### src/rtl/dmem_port_arbiter_pkg.sv
// dmem_arb_pkg: shared encodings for the data-memory port arbiter.
// FSM state and owner encodings are fixed so waveforms and any external
// decoding stay stable across builds.
package dmem_arb_pkg;

    typedef enum logic [1:0] {
        IDLE = 2'd0,
        BUSY = 2'd1,
        DONE = 2'd2
    } arb_state_e;

    typedef enum logic {
        OWN_CPU = 1'b0,
        OWN_DBG = 1'b1
    } owner_e;

    // The master that is not o; used for round-robin and the DONE handoff.
    function automatic owner_e other_owner(input owner_e o);
        return (o == OWN_CPU) ? OWN_DBG : OWN_CPU;
    endfunction

endpackage

### src/rtl/dmem_port_arbiter_if.sv
// dmem_port_arbiter_if: CPU, debug and memory-side signals of the data-memory
// port arbiter. The slave modport is the arbiter's view; master is the view of
// whatever drives the two requesters and models the memory.
interface dmem_port_arbiter_if #(
    parameter int AW = 32,
    parameter int DW = 32
) ();

    logic          cpu_req_i;
    logic          cpu_we_i;
    logic [AW-1:0] cpu_addr_i;
    logic [DW-1:0] cpu_wdata_i;
    logic          cpu_ack_o;
    logic [DW-1:0] cpu_rdata_o;
    logic          cpu_stall_o;

    logic          dbg_req_i;
    logic          dbg_we_i;
    logic [AW-1:0] dbg_addr_i;
    logic [DW-1:0] dbg_wdata_i;
    logic          dbg_ack_o;
    logic [DW-1:0] dbg_rdata_o;

    logic [AW-1:0] mem_addr_o;
    logic [DW-1:0] mem_wdata_o;
    logic          mem_read_o;
    logic          mem_write_o;
    logic [DW-1:0] mem_rdata_i;

    modport slave (
        input  cpu_req_i, cpu_we_i, cpu_addr_i, cpu_wdata_i,
        input  dbg_req_i, dbg_we_i, dbg_addr_i, dbg_wdata_i,
        input  mem_rdata_i,
        output cpu_ack_o, cpu_rdata_o, cpu_stall_o,
        output dbg_ack_o, dbg_rdata_o,
        output mem_addr_o, mem_wdata_o, mem_read_o, mem_write_o
    );

    modport master (
        output cpu_req_i, cpu_we_i, cpu_addr_i, cpu_wdata_i,
        output dbg_req_i, dbg_we_i, dbg_addr_i, dbg_wdata_i,
        output mem_rdata_i,
        input  cpu_ack_o, cpu_rdata_o, cpu_stall_o,
        input  dbg_ack_o, dbg_rdata_o,
        input  mem_addr_o, mem_wdata_o, mem_read_o, mem_write_o
    );

endinterface

### src/rtl/dmem_port_arbiter_rr_arb2.sv
// rr_arb2: two-requester combinational picker used when the arbiter is idle.
// req0 is the CPU, req1 the debug master. On a tie the master that did not
// own the port last wins, unless CPU priority is enabled.
// Build option: DMEM_ARB_CPU_PRIO_EN forces CPU priority on every tie.
module rr_arb2
    import dmem_arb_pkg::*;
(
    input  logic   req0,
    input  logic   req1,
    input  owner_e last,
    input  logic   prio_en,
    output owner_e winner
);

    logic use_prio;

`ifdef DMEM_ARB_CPU_PRIO_EN
    assign use_prio = 1'b1 | prio_en;
`else
    assign use_prio = prio_en;
`endif

    // Pick the winner: single requester wins outright, ties use priority or round-robin.
    always_comb begin
        winner = OWN_CPU;
        if (req0 && req1) begin
            winner = use_prio ? OWN_CPU : other_owner(last);
        end else if (req1) begin
            winner = OWN_DBG;
        end
    end

endmodule

### src/rtl/dmem_port_arbiter.sv
// dmem_port_arbiter: serialises CPU MEM-stage and debug/loader accesses onto a
// single-port data memory. Every access takes IDLE->BUSY->DONE; the memory is
// strobed in BUSY and the owner is acked in DONE, where a waiting non-owner is
// handed the port directly. cpu_stall_o holds the pipeline until the ack.
// Build option: DMEM_ARB_CPU_PRIO_EN (CPU wins idle ties; see rr_arb2).
module dmem_port_arbiter
    import dmem_arb_pkg::*;
#(
    parameter int AW = 32,
    parameter int DW = 32
) (
    input logic                clk_i,
    input logic                rst_i,
    dmem_port_arbiter_if.slave bus
);

    arb_state_e    state_q, state_d;
    owner_e        owner_q, owner_d;
    owner_e        last_q, last_d;
    logic          we_q, we_d;
    logic [AW-1:0] addr_q, addr_d;
    logic [DW-1:0] wdata_q, wdata_d;
    logic [DW-1:0] rdata_q, rdata_d;

    owner_e        pick;
    owner_e        load_src;
    logic          load;
    logic          other_req;
    logic          cpu_ack;
    logic          dbg_ack;

    rr_arb2 u_pick (
        .req0    (bus.cpu_req_i),
        .req1    (bus.dbg_req_i),
        .last    (last_q),
        .prio_en (1'b0),
        .winner  (pick)
    );

    assign other_req = (owner_q == OWN_CPU) ? bus.dbg_req_i : bus.cpu_req_i;

    // State, ownership, latched command and captured read data.
    always_ff @(posedge clk_i or posedge rst_i) begin
        if (rst_i) begin
            state_q <= IDLE;
            owner_q <= OWN_CPU;
            last_q  <= OWN_DBG;
            we_q    <= 1'b0;
            addr_q  <= '0;
            wdata_q <= '0;
            rdata_q <= '0;
        end else begin
            state_q <= state_d;
            owner_q <= owner_d;
            last_q  <= last_d;
            we_q    <= we_d;
            addr_q  <= addr_d;
            wdata_q <= wdata_d;
            rdata_q <= rdata_d;
        end
    end

    // Next state: grant in IDLE, access in BUSY, ack plus optional handoff in DONE.
    always_comb begin
        state_d  = state_q;
        owner_d  = owner_q;
        last_d   = last_q;
        we_d     = we_q;
        addr_d   = addr_q;
        wdata_d  = wdata_q;
        rdata_d  = rdata_q;
        load     = 1'b0;
        load_src = OWN_CPU;

        case (state_q)
            IDLE: begin
                if (bus.cpu_req_i || bus.dbg_req_i) begin
                    load     = 1'b1;
                    load_src = pick;
                    state_d  = BUSY;
                end
            end
            BUSY: begin
                rdata_d = we_q ? '0 : bus.mem_rdata_i;
                last_d  = owner_q;
                state_d = DONE;
            end
            DONE: begin
                if (other_req) begin
                    load     = 1'b1;
                    load_src = other_owner(owner_q);
                    state_d  = BUSY;
                end else begin
                    state_d = IDLE;
                end
            end
            default: state_d = IDLE;
        endcase

        if (load) begin
            owner_d = load_src;
            if (load_src == OWN_DBG) begin
                we_d    = bus.dbg_we_i;
                addr_d  = bus.dbg_addr_i;
                wdata_d = bus.dbg_wdata_i;
            end else begin
                we_d    = bus.cpu_we_i;
                addr_d  = bus.cpu_addr_i;
                wdata_d = bus.cpu_wdata_i;
            end
        end
    end

    assign cpu_ack = (state_q == DONE) && (owner_q == OWN_CPU);
    assign dbg_ack = (state_q == DONE) && (owner_q == OWN_DBG);

    assign bus.cpu_ack_o   = cpu_ack;
    assign bus.dbg_ack_o   = dbg_ack;
    assign bus.cpu_rdata_o = (owner_q == OWN_CPU) ? rdata_q : '0;
    assign bus.dbg_rdata_o = (owner_q == OWN_DBG) ? rdata_q : '0;
    assign bus.cpu_stall_o = bus.cpu_req_i & ~cpu_ack;

    assign bus.mem_read_o  = (state_q == BUSY) & ~we_q;
    assign bus.mem_write_o = (state_q == BUSY) & we_q;
    assign bus.mem_addr_o  = addr_q;
    assign bus.mem_wdata_o = wdata_q;

endmodule

### src/flat_wrapper.sv
// flat-port wrapper written by rule: the top's interface ports become plain ports
module dmem_port_arbiter_flat import dmem_arb_pkg::*;
#(
    parameter int AW = 32,
    parameter int DW = 32
)
  (clk_i, rst_i, bus_cpu_req_i, bus_cpu_we_i, bus_cpu_addr_i, bus_cpu_wdata_i, bus_dbg_req_i, bus_dbg_we_i, bus_dbg_addr_i, bus_dbg_wdata_i, bus_mem_rdata_i, bus_cpu_ack_o, bus_cpu_rdata_o, bus_cpu_stall_o, bus_dbg_ack_o, bus_dbg_rdata_o, bus_mem_addr_o, bus_mem_wdata_o, bus_mem_read_o, bus_mem_write_o);
  dmem_port_arbiter_if #(.AW(AW), .DW(DW)) bus_i ();
  input logic clk_i;
  input logic rst_i;
  input wire logic [$bits(bus_i.cpu_req_i)-1:0] bus_cpu_req_i;
  input wire logic [$bits(bus_i.cpu_we_i)-1:0] bus_cpu_we_i;
  input wire logic [$bits(bus_i.cpu_addr_i)-1:0] bus_cpu_addr_i;
  input wire logic [$bits(bus_i.cpu_wdata_i)-1:0] bus_cpu_wdata_i;
  input wire logic [$bits(bus_i.dbg_req_i)-1:0] bus_dbg_req_i;
  input wire logic [$bits(bus_i.dbg_we_i)-1:0] bus_dbg_we_i;
  input wire logic [$bits(bus_i.dbg_addr_i)-1:0] bus_dbg_addr_i;
  input wire logic [$bits(bus_i.dbg_wdata_i)-1:0] bus_dbg_wdata_i;
  input wire logic [$bits(bus_i.mem_rdata_i)-1:0] bus_mem_rdata_i;
  output wire logic [$bits(bus_i.cpu_ack_o)-1:0] bus_cpu_ack_o;
  output wire logic [$bits(bus_i.cpu_rdata_o)-1:0] bus_cpu_rdata_o;
  output wire logic [$bits(bus_i.cpu_stall_o)-1:0] bus_cpu_stall_o;
  output wire logic [$bits(bus_i.dbg_ack_o)-1:0] bus_dbg_ack_o;
  output wire logic [$bits(bus_i.dbg_rdata_o)-1:0] bus_dbg_rdata_o;
  output wire logic [$bits(bus_i.mem_addr_o)-1:0] bus_mem_addr_o;
  output wire logic [$bits(bus_i.mem_wdata_o)-1:0] bus_mem_wdata_o;
  output wire logic [$bits(bus_i.mem_read_o)-1:0] bus_mem_read_o;
  output wire logic [$bits(bus_i.mem_write_o)-1:0] bus_mem_write_o;
  assign bus_i.cpu_req_i = bus_cpu_req_i;
  assign bus_i.cpu_we_i = bus_cpu_we_i;
  assign bus_i.cpu_addr_i = bus_cpu_addr_i;
  assign bus_i.cpu_wdata_i = bus_cpu_wdata_i;
  assign bus_i.dbg_req_i = bus_dbg_req_i;
  assign bus_i.dbg_we_i = bus_dbg_we_i;
  assign bus_i.dbg_addr_i = bus_dbg_addr_i;
  assign bus_i.dbg_wdata_i = bus_dbg_wdata_i;
  assign bus_i.mem_rdata_i = bus_mem_rdata_i;
  assign bus_cpu_ack_o = bus_i.cpu_ack_o;
  assign bus_cpu_rdata_o = bus_i.cpu_rdata_o;
  assign bus_cpu_stall_o = bus_i.cpu_stall_o;
  assign bus_dbg_ack_o = bus_i.dbg_ack_o;
  assign bus_dbg_rdata_o = bus_i.dbg_rdata_o;
  assign bus_mem_addr_o = bus_i.mem_addr_o;
  assign bus_mem_wdata_o = bus_i.mem_wdata_o;
  assign bus_mem_read_o = bus_i.mem_read_o;
  assign bus_mem_write_o = bus_i.mem_write_o;
  dmem_port_arbiter #(.AW(AW), .DW(DW)) u_core (.clk_i(clk_i), .rst_i(rst_i), .bus(bus_i));
endmodule
### config.mk
export PLATFORM = sky130hd
export DESIGN_NAME = dmem_port_arbiter_flat
export DESIGN_NICKNAME = d
export VERILOG_FILES = /design/src/rtl/dmem_port_arbiter_pkg.sv /design/src/rtl/dmem_port_arbiter_if.sv /design/src/rtl/dmem_port_arbiter_rr_arb2.sv /design/src/rtl/dmem_port_arbiter.sv /design/src/flat_wrapper.sv
export SDC_FILE = /design/constraint.sdc
export NUM_CORES = 1
export LEC_CHECK = 0
export ABC_AREA = 1
export CAP_MARGIN = 20
export CORE_MARGIN = 8
export CORE_UTILIZATION = 40
export CTS_CLUSTER_DIAMETER = 50
export CTS_CLUSTER_SIZE = 25
export DETAILED_ROUTE_END_ITERATION = 8
export GPL_TIMING_DRIVEN = 0
export PLACE_DENSITY = 0.86
export SETUP_SLACK_MARGIN = 0.2
export SLEW_MARGIN = 40
export SYNTH_ARGS = -nofsm -noshare
export SYNTH_HDL_FRONTEND = slang
export SYNTH_SLANG_ARGS = --single-unit
### constraint.sdc
create_clock -name clk_i -period 4 [get_ports clk_i]
set_input_delay 1 -clock clk_i [delete_from_list [all_inputs] [get_ports clk_i]]
set_output_delay 1 -clock clk_i [all_outputs]
set_load 0.03 [all_outputs]
==> results.txt <==
Final Critical Period = 3.48 ns
most common cell after layout, fill and taps aside = clkdlybuf4s50_1
# diodes = 0
Worst setup SP type = input port
Leak = 4.90 nW
Cell Chain, Critical Path = clkdlybuf4s50_1 > o21ai_0 > inv_1 > clkdlybuf4s50_1
r2r setup slk = 2.36 ns
slew margin rel. = 63.0%
share of layout cells above drive strength 1 = 5.33%
DP Cell Count = 1309
CP max-delay cell = clkdlybuf4s50_1
Max Slew Vio Count = 0
DRC Markers = 0
post-synthesis sequential area ratio = 45.4%
Initial DRT Pass Iterations = 5
final setup vio count = 0
Min-Delay Path Class = register to register
I/O pins = 299
Site Rows = 43
Nets = 1306
Final Non-Filler Cells = 1325
Post-Route WL = 20300 um
slowest stage delay, CP = 0.66 ns
TNS Setup = 0 ns
Avg Inst Size Synth = 6.70 sq um
fin area = 9160 sq um
Worst-Margin Slew = 0.555 ns
delay-heaviest family, CP = buffers and inverters
total die area = 17900 sq um
Core Area = 13700 sq um
most frequent cells in the layout = 298 x clkdlybuf4s50_1, 268 x nand2_1, 201 x inv_1
clk slew on worst S/H paths = 0.07 ns
crit end category = output port
Yosys cell types = 17
initial core utilization = 40.6%
First DRT Iteration DRCs = 395
htree depth = 3
Post-CTS Setup Repair Bufs = 0
clk_skew = 0.00946 ns
crit-path max FO = 4
Crit Path Class = input port to output port
area grow syn2layout = 64.6%
CP Buf/Inv Count = 3
placed instance area = 8810 sq um
fillers = 1159
pre-CTS setup slack = 0.531 ns
first-pass GRT wire length = 31800 um
DP Wirelength = 16000 um
pin count of the biggest net entering global routing = 58
Yosys Warn Count = 0
Routed WL per cell = 15.3 um
part of the cycle the worst path needs = 87.0%
Hold Buf Count CTS = 0
Worst path most repeated cell = clkdlybuf4s50_1
PortBufs = 298
pwr dens = 817 nW/um^2
Post-Syn Area = 5560 sq um
CP required = 3.00 ns
setup ws final = 0.521 ns
Overflow after GRT = 0
initial antenna violation count = 0
RSZ-0062 raised after global routing = no
worst endpoint data arrival time = 2.48 ns
clock latency on the worst-skew pair = 0.35 ns
Resized Gates After CTS = 0
RePlAce Congestion = 0.832
DRT antenna net count = 0
CP startpoint = bus_cpu_req_i
clk root buf = clkbuf_16
flops & latches, synth = 101
Fmax = 287 MHz
TritonCTS Buffers = 9
Clock Tree Buf Depth = 2
Clock Sinks = 101
final hold vios = 0
via count of the first global-routing pass = 6020
CTS tree = done
Die W = 134 um
via count = 6126
max cap viols = 0
HP Start = u_core.we_q
status = completed
post-DR vias/cell = 4.62
Peak supply drop = 0.376 mV
total global-route track usage = 22.5%
r2r startpoint = u_core.last_q
Post-Syn Nets = 996
die height = 134 um
Syn Inst Count = 830
==> report_power, final <==
group | total (W) | internal, W | leakage (nW) | switching (W)
combinational | 0.00466 | 0.00176 | 3.49 | 0.00291
clock | 0.00103 | 0.000632 | 0.166 | 0.000395
sequential | 0.00179 | 0.00153 | 1.25 | 0.000262
total | 0.00748 | 0.00392 | 4.90 | 0.00356
==> registers in the layout, indices dropped and copies added, names as in the netlist <==
signal and flops:
u_core.owner_q 1, u_core.bus.mem_addr_o 32, u_core.last_q 1, u_core.rdata_q 32, u_core.we_q 1, u_core.state_q 2, u_core.bus.mem_wdata_o 32
==> tightest hold or removal path, delay by kind of cell, from the launching register on <==
kind          cells  cell delay, ns
flops             1            0.34
simple gates      2            0.10
==> final timing paths <==
check | end | cells past startpoint
max | bus_cpu_stall_o | 4
min | u_core.we_q | 2
max reg2reg | u_core.bus.mem_wdata_o[24] | 7
min reg2reg | u_core.we_q | 2
max in group asynchronous | u_core.bus.mem_addr_o[6] | 3
min in group asynchronous | u_core.rdata_q[18] | 2
==> Yosys cell counts (all sizes together) <==
master  number  share of area (%)
nand2      269                 18
inv        205                 14
nand3      131                 12
dfrtp      100                 45
nor2        39                2.7
buf         38                4.0
o21ai       35                3.1
clkbuf      11               0.74
dfstp        1               0.47
o21bai       1               0.13
==> kinds of logic after synthesis <==
family / synth area share (%)
buffers and inverters: 18.6
DFF: 45.4
and+or+nand+nor: 32.7
AOI/OAI and AO/OA: 3.28
==> stage by stage <==
stage / util [%] / power (W) / hold slack (ns)
after detailed placement: 64.2 / 0.00649 / 0.464
after floorplan: - / 0.00456 / 0.449
after CTS: 66.7 / 0.00755 / 0.482
final: 66.7 / 0.00748 / 0.481
after global placement: 63.9 / 0.00639 / 0.461
after global routing: 66.7 / 0.00799 / 0.501
==> cell type report <==
class | instances | area [sq um] | area share (%)
Sequential cell | 101 | 2530 | 27.6
Multi-Input combinational cell | 475 | 2000 | 21.9
Inverter | 205 | 777 | 8.49
Buffer | 49 | 264 | 2.88
Tap cell | 180 | 225 | 2.46
Clock buffer | 11 | 243 | 2.65
Timing Repair Buffer | 299 | 3010 | 32.9
Clock inverter | 5 | 106 | 1.16
==> metal layers <==
layer | vias up | track usage, % | routed length, um
met3 | 40 | 5.91 | 1620
li1 | 3047 | - | -
met4 | 0 | 9.30 | 626
met1 | 2801 | 25.9 | 8170
met2 | 238 | 38.7 | 9870
met5 | - | 0 | 0
Power figures use the tool's default switching activity.
